==> src/rtl/ring_osc_freq_counter_if.sv <==
// Result/handshake bundle between the ring-oscillator frequency counter and the PVT monitor controller.
// The controller side is the master (issues start, accepts results); the counter is the slave.
interface ring_osc_freq_counter_if #(
    parameter int CNT_W = 16
);
    logic             start;
    logic             busy;
    logic             valid;
    logic             ready;
    logic             overflow;
    logic [CNT_W-1:0] count;

    modport master (
        output start, ready,
        input  busy, valid, overflow, count
    );

    modport slave (
        input  start, ready,
        output busy, valid, overflow, count
    );
endinterface

==> src/rtl/ring_osc_freq_counter.sv <==
// Ring-oscillator frequency counter: enables the ring, settles, then counts synchronised
// osc_in rising edges over a fixed clk gate window and hands the count over valid/ready.
//
// state   | meaning
// --------+-------------------------------------------------------------
// IDLE    | ring off, last result held, waiting for start
// SETTLE  | ring enabled, waiting SETTLE_CYCLES before counting
// MEASURE | ring enabled, counting edges for GATE_CYCLES cycles
// DONE    | ring off, result valid until the consumer takes it
module ring_osc_freq_counter #(
    parameter int GATE_CYCLES   = 1024,
    parameter int SETTLE_CYCLES = 16,
    parameter int CNT_W         = 16
) (
    input  logic                          clk,
    input  logic                          rst_n,
    input  logic                          osc_in,
    output logic                          osc_ena,
    ring_osc_freq_counter_if.slave        bus
);

    localparam int TMR_MAX = (GATE_CYCLES > SETTLE_CYCLES) ? GATE_CYCLES : SETTLE_CYCLES;
    localparam int TMR_W   = $clog2(TMR_MAX);

    typedef enum logic [1:0] {
        IDLE    = 2'd0,
        SETTLE  = 2'd1,
        MEASURE = 2'd2,
        DONE    = 2'd3
    } state_t;

    state_t             state, state_nxt;
    logic [TMR_W-1:0]   timer, timer_nxt;
    logic [CNT_W-1:0]   count, count_nxt;
    logic               overflow, overflow_nxt;
    logic               osc_ena_nxt;
    logic               s1, s2, s3;
    logic               osc_edge;

    assign osc_edge = s2 & ~s3;

    always_ff @(posedge clk or negedge rst_n) begin
        if (!rst_n) begin
            state    <= IDLE;
            timer    <= '0;
            count    <= '0;
            overflow <= 1'b0;
            osc_ena  <= 1'b0;
            s1       <= 1'b0;
            s2       <= 1'b0;
            s3       <= 1'b0;
        end else begin
            state    <= state_nxt;
            timer    <= timer_nxt;
            count    <= count_nxt;
            overflow <= overflow_nxt;
            osc_ena  <= osc_ena_nxt;
            s1       <= osc_in;
            s2       <= s1;
            s3       <= s2;
        end
    end

    always_comb begin
        state_nxt    = state;
        timer_nxt    = timer;
        count_nxt    = count;
        overflow_nxt = overflow;
        case (state)
            IDLE: begin
                if (bus.start) begin
                    state_nxt    = SETTLE;
                    timer_nxt    = TMR_W'(SETTLE_CYCLES - 1);
                    count_nxt    = '0;
                    overflow_nxt = 1'b0;
                end
            end
            SETTLE: begin
                if (timer == '0) begin
                    state_nxt = MEASURE;
                    timer_nxt = TMR_W'(GATE_CYCLES - 1);
                end else begin
                    timer_nxt = timer - TMR_W'(1);
                end
            end
            MEASURE: begin
                // counter sticks at all-ones; further edges only flag overflow
                if (osc_edge) begin
                    if (count == {CNT_W{1'b1}}) overflow_nxt = 1'b1;
                    else                        count_nxt    = count + CNT_W'(1);
                end
                if (timer == '0) state_nxt = DONE;
                else             timer_nxt = timer - TMR_W'(1);
            end
            DONE: begin
                if (bus.ready) state_nxt = IDLE;
            end
            default: state_nxt = IDLE;
        endcase
        osc_ena_nxt = (state_nxt == SETTLE) || (state_nxt == MEASURE);
    end

    assign bus.busy     = (state != IDLE);
    assign bus.valid    = (state == DONE);
    assign bus.count    = count;
    assign bus.overflow = overflow;

endmodule

==> src/flat_wrapper.sv <==
// flat-port wrapper written by rule: the top's interface ports become plain ports
module ring_osc_freq_counter_flat 
#(
    parameter int GATE_CYCLES   = 1024,
    parameter int SETTLE_CYCLES = 16,
    parameter int CNT_W         = 16
)
  (clk, rst_n, osc_in, osc_ena, bus_start, bus_ready, bus_busy, bus_valid, bus_overflow, bus_count);
  ring_osc_freq_counter_if #(.CNT_W(CNT_W)) bus_i ();
  input  logic clk;
  input  logic rst_n;
  input  logic osc_in;
  output logic osc_ena;
  input wire logic [$bits(bus_i.start)-1:0] bus_start;
  input wire logic [$bits(bus_i.ready)-1:0] bus_ready;
  output wire logic [$bits(bus_i.busy)-1:0] bus_busy;
  output wire logic [$bits(bus_i.valid)-1:0] bus_valid;
  output wire logic [$bits(bus_i.overflow)-1:0] bus_overflow;
  output wire logic [$bits(bus_i.count)-1:0] bus_count;
  assign bus_i.start = bus_start;
  assign bus_i.ready = bus_ready;
  assign bus_busy = bus_i.busy;
  assign bus_valid = bus_i.valid;
  assign bus_overflow = bus_i.overflow;
  assign bus_count = bus_i.count;
  ring_osc_freq_counter #(.GATE_CYCLES(GATE_CYCLES), .SETTLE_CYCLES(SETTLE_CYCLES), .CNT_W(CNT_W)) u_core (.clk(clk), .rst_n(rst_n), .osc_in(osc_in), .osc_ena(osc_ena), .bus(bus_i));
endmodule
==> config.mk <==
export PLATFORM = sky130hd
export DESIGN_NAME = ring_osc_freq_counter_flat
export DESIGN_NICKNAME = d
export VERILOG_FILES = /design/src/rtl/ring_osc_freq_counter_if.sv /design/src/rtl/ring_osc_freq_counter.sv /design/src/flat_wrapper.sv
export SDC_FILE = /design/constraint.sdc
export NUM_CORES = 1
export LEC_CHECK = 0
export ABC_AREA = 1
export CAP_MARGIN = 20
export CORE_UTILIZATION = 50
export CTS_CLUSTER_DIAMETER = 80
export DETAILED_ROUTE_END_ITERATION = 10
export PLACE_DENSITY = 0.76
export SYNTH_ARGS = -nofsm -noshare
export SYNTH_HDL_FRONTEND = slang
export SYNTH_SLANG_ARGS = --single-unit
export TNS_END_PERCENT = 10
==> constraint.sdc <==
create_clock -name clk -period 1.6 [get_ports clk]
set_input_delay 0.16 -clock clk [delete_from_list [all_inputs] [get_ports clk]]
set_output_delay 0.16 -clock clk [all_outputs]
set_load 0.01 [all_outputs]
==> results of run 1 <==
## cell usage after synthesis (all sizes together)
cell,count,area (um^2)
a22oi,1,7.51
xor2,8,70.1
nor3,2,10.0
o21ai,18,93.8
o22ai,1,6.26
xnor2,1,8.76
a21oi,10,50.1
clkbuf,2,7.51
and2,1,6.26
nand4,7,43.8
nand3,22,115
nand3b,2,15.0
buf,4,31.3
nand2,98,373
o21bai,1,7.51
inv,38,143
nor2,46,190
ha,7,87.6
dfrtp,33,826
## cell type report
cell class | instances | area (um^2) | area share (%)
multi-input combinational | 225 | 1160 | 41.2
clock inverter | 1 | 30.0 | 1.07
clock buffer | 7 | 86.3 | 3.06
sequential | 33 | 826 | 29.3
tap | 50 | 62.6 | 2.22
inverter | 38 | 145 | 5.15
timing repair buffer | 57 | 508 | 18.0
## stage by stage
step / total power, mW / area [um^2] / hold slack (ps) / TNS (ps)
after floorplan: 2.22 / 2100 / -136 / 0
after global placement: 2.84 / 2570 / 336 / 0
after detailed placement: 2.88 / 2570 / 339 / -204
after CTS: 3.74 / 2700 / 295 / 0
after global routing: 4.27 / 2820 / 299 / -1250
final: 3.98 / 2820 / 277 / 0
## worst paths after layout
| path | from | end | cells after the start |
|---|---|---|---|
| min in group clk | osc_in | u_core.s1 | 1 |
| worst max register to register | u_core.bus.count[1] | u_core.bus.count[15] | 10 |
| max in group asynchronous | rst_n | u_core.state[0] | 2 |
| worst max-delay path | u_core.bus.count[1] | u_core.bus.count[15] | 10 |
| worst min-delay path | rst_n | u_core.bus.count[1] | 2 |
| worst min register to register | u_core.s1 | u_core.s2 | 0 |
## layer usage
metal | share of wire [%] | vias to the layer above | wire length (um)
met1 | 45 | 953 | 2230
met5 | 0 | - | 0
met4 | 1.7 | 0 | 85
li1 | - | 1066 | -
met2 | 49 | 49 | 2440
met3 | 4.1 | 7 | 202
## power by group through the flow
stage          Sequential (mW)  Combinational [mW]  Clock (mW)
3_3_place_gp              1.08                1.76           0
6_report                  1.08                2.09       0.816
5_1_grt                   1.09                2.32       0.863
4_1_cts                   1.07                1.84       0.834
3_5_place_dp              1.09                1.79           0
2_1_floorplan             1.10                1.13           0
## logic make-up (layout without fill, tap and decap cells)
logic type | count (synthesis) | in the layout | share of synthesized area [%]
XOR/XNOR | 9 | 9 | 3.77
AND/OR/NAND/NOR | 178 | 178 | 36.0
buffers and inverters | 44 | 103 | 8.67
flip-flops | 33 | 33 | 39.5
AO/OA/AOI/OAI | 31 | 31 | 7.90
adder cells (fa/ha/maj) | 7 | 7 | 4.19
## registers in the layout, indices dropped and copies added (netlist names)
register,cells
u_core.bus.count,16
u_core.timer,10
u_core.state,2
u_core.bus.overflow,1
u_core.osc_ena,1
u_core.s1,1
u_core.s2,1
u_core.s3,1
## timing repair
action / CTS / global route
hold buffers: 0 / 0
pin swaps: 1 / 10
setup buffers: 2 / 2
gates resized for setup: 5 / 40
endpoints found under the setup margin: 15 / 29
cloned: 0 / 1
## worst max-delay path: stages, from the launching register on
cell and delay (ps):
dfrtp_1 360, ha_2 190, nand2_2 70, nor2_4 140
nand2_4 80, nor2_4 150, nand3_2 100, nand2_4 150
buf_6 130, nand2_1 40, o21ai_1 80
==> qor.csv, run 1 <==
metric,value,unit
start_util,52.3,%
r2r_setup_slack,20,ps
core_area,4000,um^2
setup_viol,0,
layout_common_cells,"nand2_1 (91), nor2_1 (39), dfrtp_1 (33)",
final.setup_skew,5.74,ps
vias,2075,
grtUsageTotal,24.7,%
layout.cells.non_filler,411,
p_sw,1.63,mW
grt-ovfl-total,0,
syn_area_per_cell,6.93,um^2
met2_usage,42.0,%
clockBufferDepth,2,
slew-limit-headroom,71.7,%
cp-end-kind,flop,
grt_use_met3,6.34,%
arrival,1790,ps
crit_type,reg -> reg,
cts.clk_slew.worst_paths,70,ps
ant_nets,0,
power_density,1410,nW/um^2
antenna_found_initial,0,
swShare,40.9,%
drc,0,
grt_first_pass_wirelength,8260,um
cellLeakagePower,1.36,nW
dieArea,4450,um^2
place_inst,398,
drive_above_1_share,19.7,%
drtPass1Iterations,4,
report.final.slew_viol_count,0,
syn_nets,314,
drt_iter0_markers,113,
n_antenna_cell,0,
grt_pass1_vias,1976,
rows,23,
hold_path_class,in -> async,
busiest_layer,met2,
critPathMaxFanout,6,
nFillCells,335,
finalCritPeriodShare,98.9,%
io_pins,25,
maxCapViolations,0,
p_clk_share,20.5,%
synth_warnings,0,
cts_buffers,5,
vias_per_cell,5.05,
portBuffers,24,
p_int,2.35,mW
clock_latency,280,ps
dp_hpwl,3510,um
cts_tree,yes,
grt_max_degree,34,
ys_types,28,
clock_sinks,33,
synth_seq_cells,33,
worst_slack,16.9,ps
ys_seq_area_share,39.5,%
place.gp.congestion,0.859,
crit_path_start_kind,flop,
status,"complete, no violations",
pwr-share-comb,52.5,%
post-route-util,70.5,%
pre_cts_slack,-41.3,ps
die_h,66.7,um
layout.nets,372,
vdd_drop_max,0.991,mV
required,1810,ps
synthCells,302,
hold_viol_final,0,
layout_commonest_cell,nand2_1,
syn2layout_area_growth,34.7,%
gr-usage-met1,29.2,%
max_freq,632,MHz
syn_area,2090,um^2
worst_pin_slew,424,ps
wire_per_inst,12.1,um
finalWirelength,4960,um
root_buffer,clkbuf_8,
htreeDepth,2,
min_period,1580,ps
die_width,66.7,um
rsz0062_at_grt,yes,
seq_power_share,27.0,%
Power figures use the tool's default switching activity.
==> run 2, diff against run 1 <==
--- a/config.mk
+++ b/config.mk
@@ -7,6 +7,7 @@
 export LEC_CHECK = 0
 export ABC_AREA = 1
 export CAP_MARGIN = 20
+export CORE_MARGIN = 3
 export CORE_UTILIZATION = 50
 export CTS_CLUSTER_DIAMETER = 80
 export DETAILED_ROUTE_END_ITERATION = 10
==> qor.csv, run 2 (synthesis results as in run 1) <==
metric,value,unit,change
multi_input_area,1220,um^2,+5.4%
start_util,54.3,%,+2.0 points
p_int,2.29,mW,-2.5%
grtUsageTotal,22.4,%,-2.2 points
rsz0062_at_grt,yes,,
die_h,70.7,um,+6.0%
cp_slowest_cell,dfrtp_1,,
core_area,3850,um^2,-3.7%
rows,22,,-4.3%
critPathMostFrequentCell,nand2_1,,
largest_reg_flops,16,,unchanged
vias_per_cell,5.22,,+3.4%
crit_type,reg -> reg,,
required,1780,ps,-30 ps
largest_register,u_core.bus.count,,
vias,2162,,+4.2%
hold_path_class,in -> async,,
p_clk_share,15.0,%,-5.5 points
arrival,1740,ps,-50 ps
n_antenna_cell,0,,unchanged
cts.clk_slew.worst_paths,70,ps,about the same
max_freq,640,MHz,+1.3%
reg2reg_from,u_core.timer[1],,
root_buffer,clkbuf_8,,
drive_above_1_share,22.4,%,+2.7 points
min_period,1560,ps,-20.8 ps
tns,0,ps,unchanged
setup_viol,0,,unchanged
cellLeakagePower,1.36,nW,-0.54%
syn2layout_area_growth,38.0,%,
clock_sinks,33,,unchanged
slew-limit-headroom,71.5,%,-0.21 points
dieArea,5000,um^2,+12%
layout_common_cells,"nand2_1 (95), nor2_1 (36), dfrtp_1 (33)",,
portBuffers,24,,unchanged
report.final.slew_viol_count,0,,unchanged
dp_hpwl,3710,um,+5.7%
crit_start,u_core.timer[1],,
wire_per_inst,13.2,um,+9.5%
finalCritPeriodShare,97.6,%,-1.3 points
path_cells,buf_4 -> nor2_1 -> nand2_1 -> nor2_4 -> nand2_1 -> o21ai_0 -> nand3_1 -> nand2_1 -> nand2_1,,
grt_max_degree,34,,unchanged
drc,0,,unchanged
seq_power_share,27.1,%,about the same
finalWirelength,5470,um,+10%
worst_pin_slew,427,ps,+3.16 ps
hold_viol_final,0,,unchanged
grt-ovfl-total,0,,unchanged
layout.nets,377,,+1.3%
critPathMaxFanout,6,,unchanged
seqCellArea,826,um^2,unchanged
htreeDepth,2,,unchanged
drtPass1Iterations,4,,unchanged
ant_nets,0,,unchanged
crit_path_start_kind,flop,,
critPathMaxStageDelay,390,ps,+30 ps
layout_commonest_cell,nand2_1,,
clockBufferDepth,2,,unchanged
cp-end-kind,flop,,
p_sw,1.75,mW,+7.3%
io_pins,25,,unchanged
clock_latency,280,ps,about the same
grt_pass1_vias,2009,,+1.7%
status,"complete, no violations",,
drt_iter0_markers,78,,-31%
cts_tree,yes,,
antenna_found_initial,0,,unchanged
place.gp.congestion,0.900,,+4.7%
vdd_drop_max,0.949,mV,-4.3%
die_width,70.7,um,+6.0%
pwr-share-comb,57.9,%,+5.4 points
power,4.04,mW,+1.5%
grt_first_pass_wirelength,9070,um,+9.9%
nFillCells,300,,-10%
power_density,1400,nW/um^2,-0.87%
swShare,43.2,%,+2.3 points
cts_buffers,5,,unchanged
largestRegisters,"u_core.bus.count (16), u_core.timer (10), u_core.state (2)",,
maxCapViolations,0,,unchanged
final.setup_skew,5.79,ps,+0.0466 ps
-- run 2: power by group through the flow --
stage | Sequential, mW | Combinational (mW) | Clock, mW
after floorplan | 1.10 | 1.13 | 0
after global placement | 1.09 | 1.77 | 0
after detailed placement | 1.09 | 1.80 | 0
after CTS | 1.08 | 1.93 | 0.617
after global routing | 1.12 | 2.59 | 0.660
final | 1.10 | 2.34 | 0.605
-- run 2: final cells by class --
| cell class | instances | share of cell area (%) |
|---|---|---|
| multi-input cells | 225 | 42.4 |
| flip-flops and latches | 33 | 28.6 |
| repair buffers | 62 | 19.0 |
| inverters | 38 | 5.03 |
| clock buffers | 6 | 2.51 |
| well taps | 48 | 2.08 |
| clock inverters | 2 | 0.347 |
-- run 2: final timing paths --
kind / cells after the start / to / slack (ps)
max: 9 / u_core.timer[9] / 40
min: 2 / u_core.state[1] / 280
max reg2reg: 9 / u_core.timer[9] / 40
min reg2reg: 0 / u_core.s2 / 350
max in group asynchronous: 2 / u_core.timer[1] / 1010
min in group clk: 1 / u_core.s1 / 320
-- run 2: critical path, delay by kind of cell (launching register included) --
kind            cells  cell delay (ps)
buf+inv             1              150
flops               1              390
simple gates        7              770
compound gates      1              140
-- run 2: per-layer routing --
metal  GRT usage [%]  up-vias  wire (um)
li1                -     1083          -
met1            30.1      998       2490
met2            35.7       69       2590
met3            4.69       12        274
met4            8.35        0        113
met5               0        -          0
-- run 2: timing repair --
action                     4_1_cts  5_1_grt
cloned                           0        0
setup buffers                    3        3
pin swaps                        2       10
hold buffers                     0        0
setup endpoints to repair       27       29
resized for setup               10       45
-- run 2: through the flow --
step	area (um^2)	instances	hold WS, ps	util (%)	setup WS (ps)
floorplan	2100	302	-136	-	10.8
global placement	2600	400	332	67.4	-18.5
detailed placement	2600	400	341	67.4	-64.0
CTS	2730	411	294	70.8	-2.00
global route	2890	414	312	74.9	-54.5
finish	2890	414	284	74.9	37.7
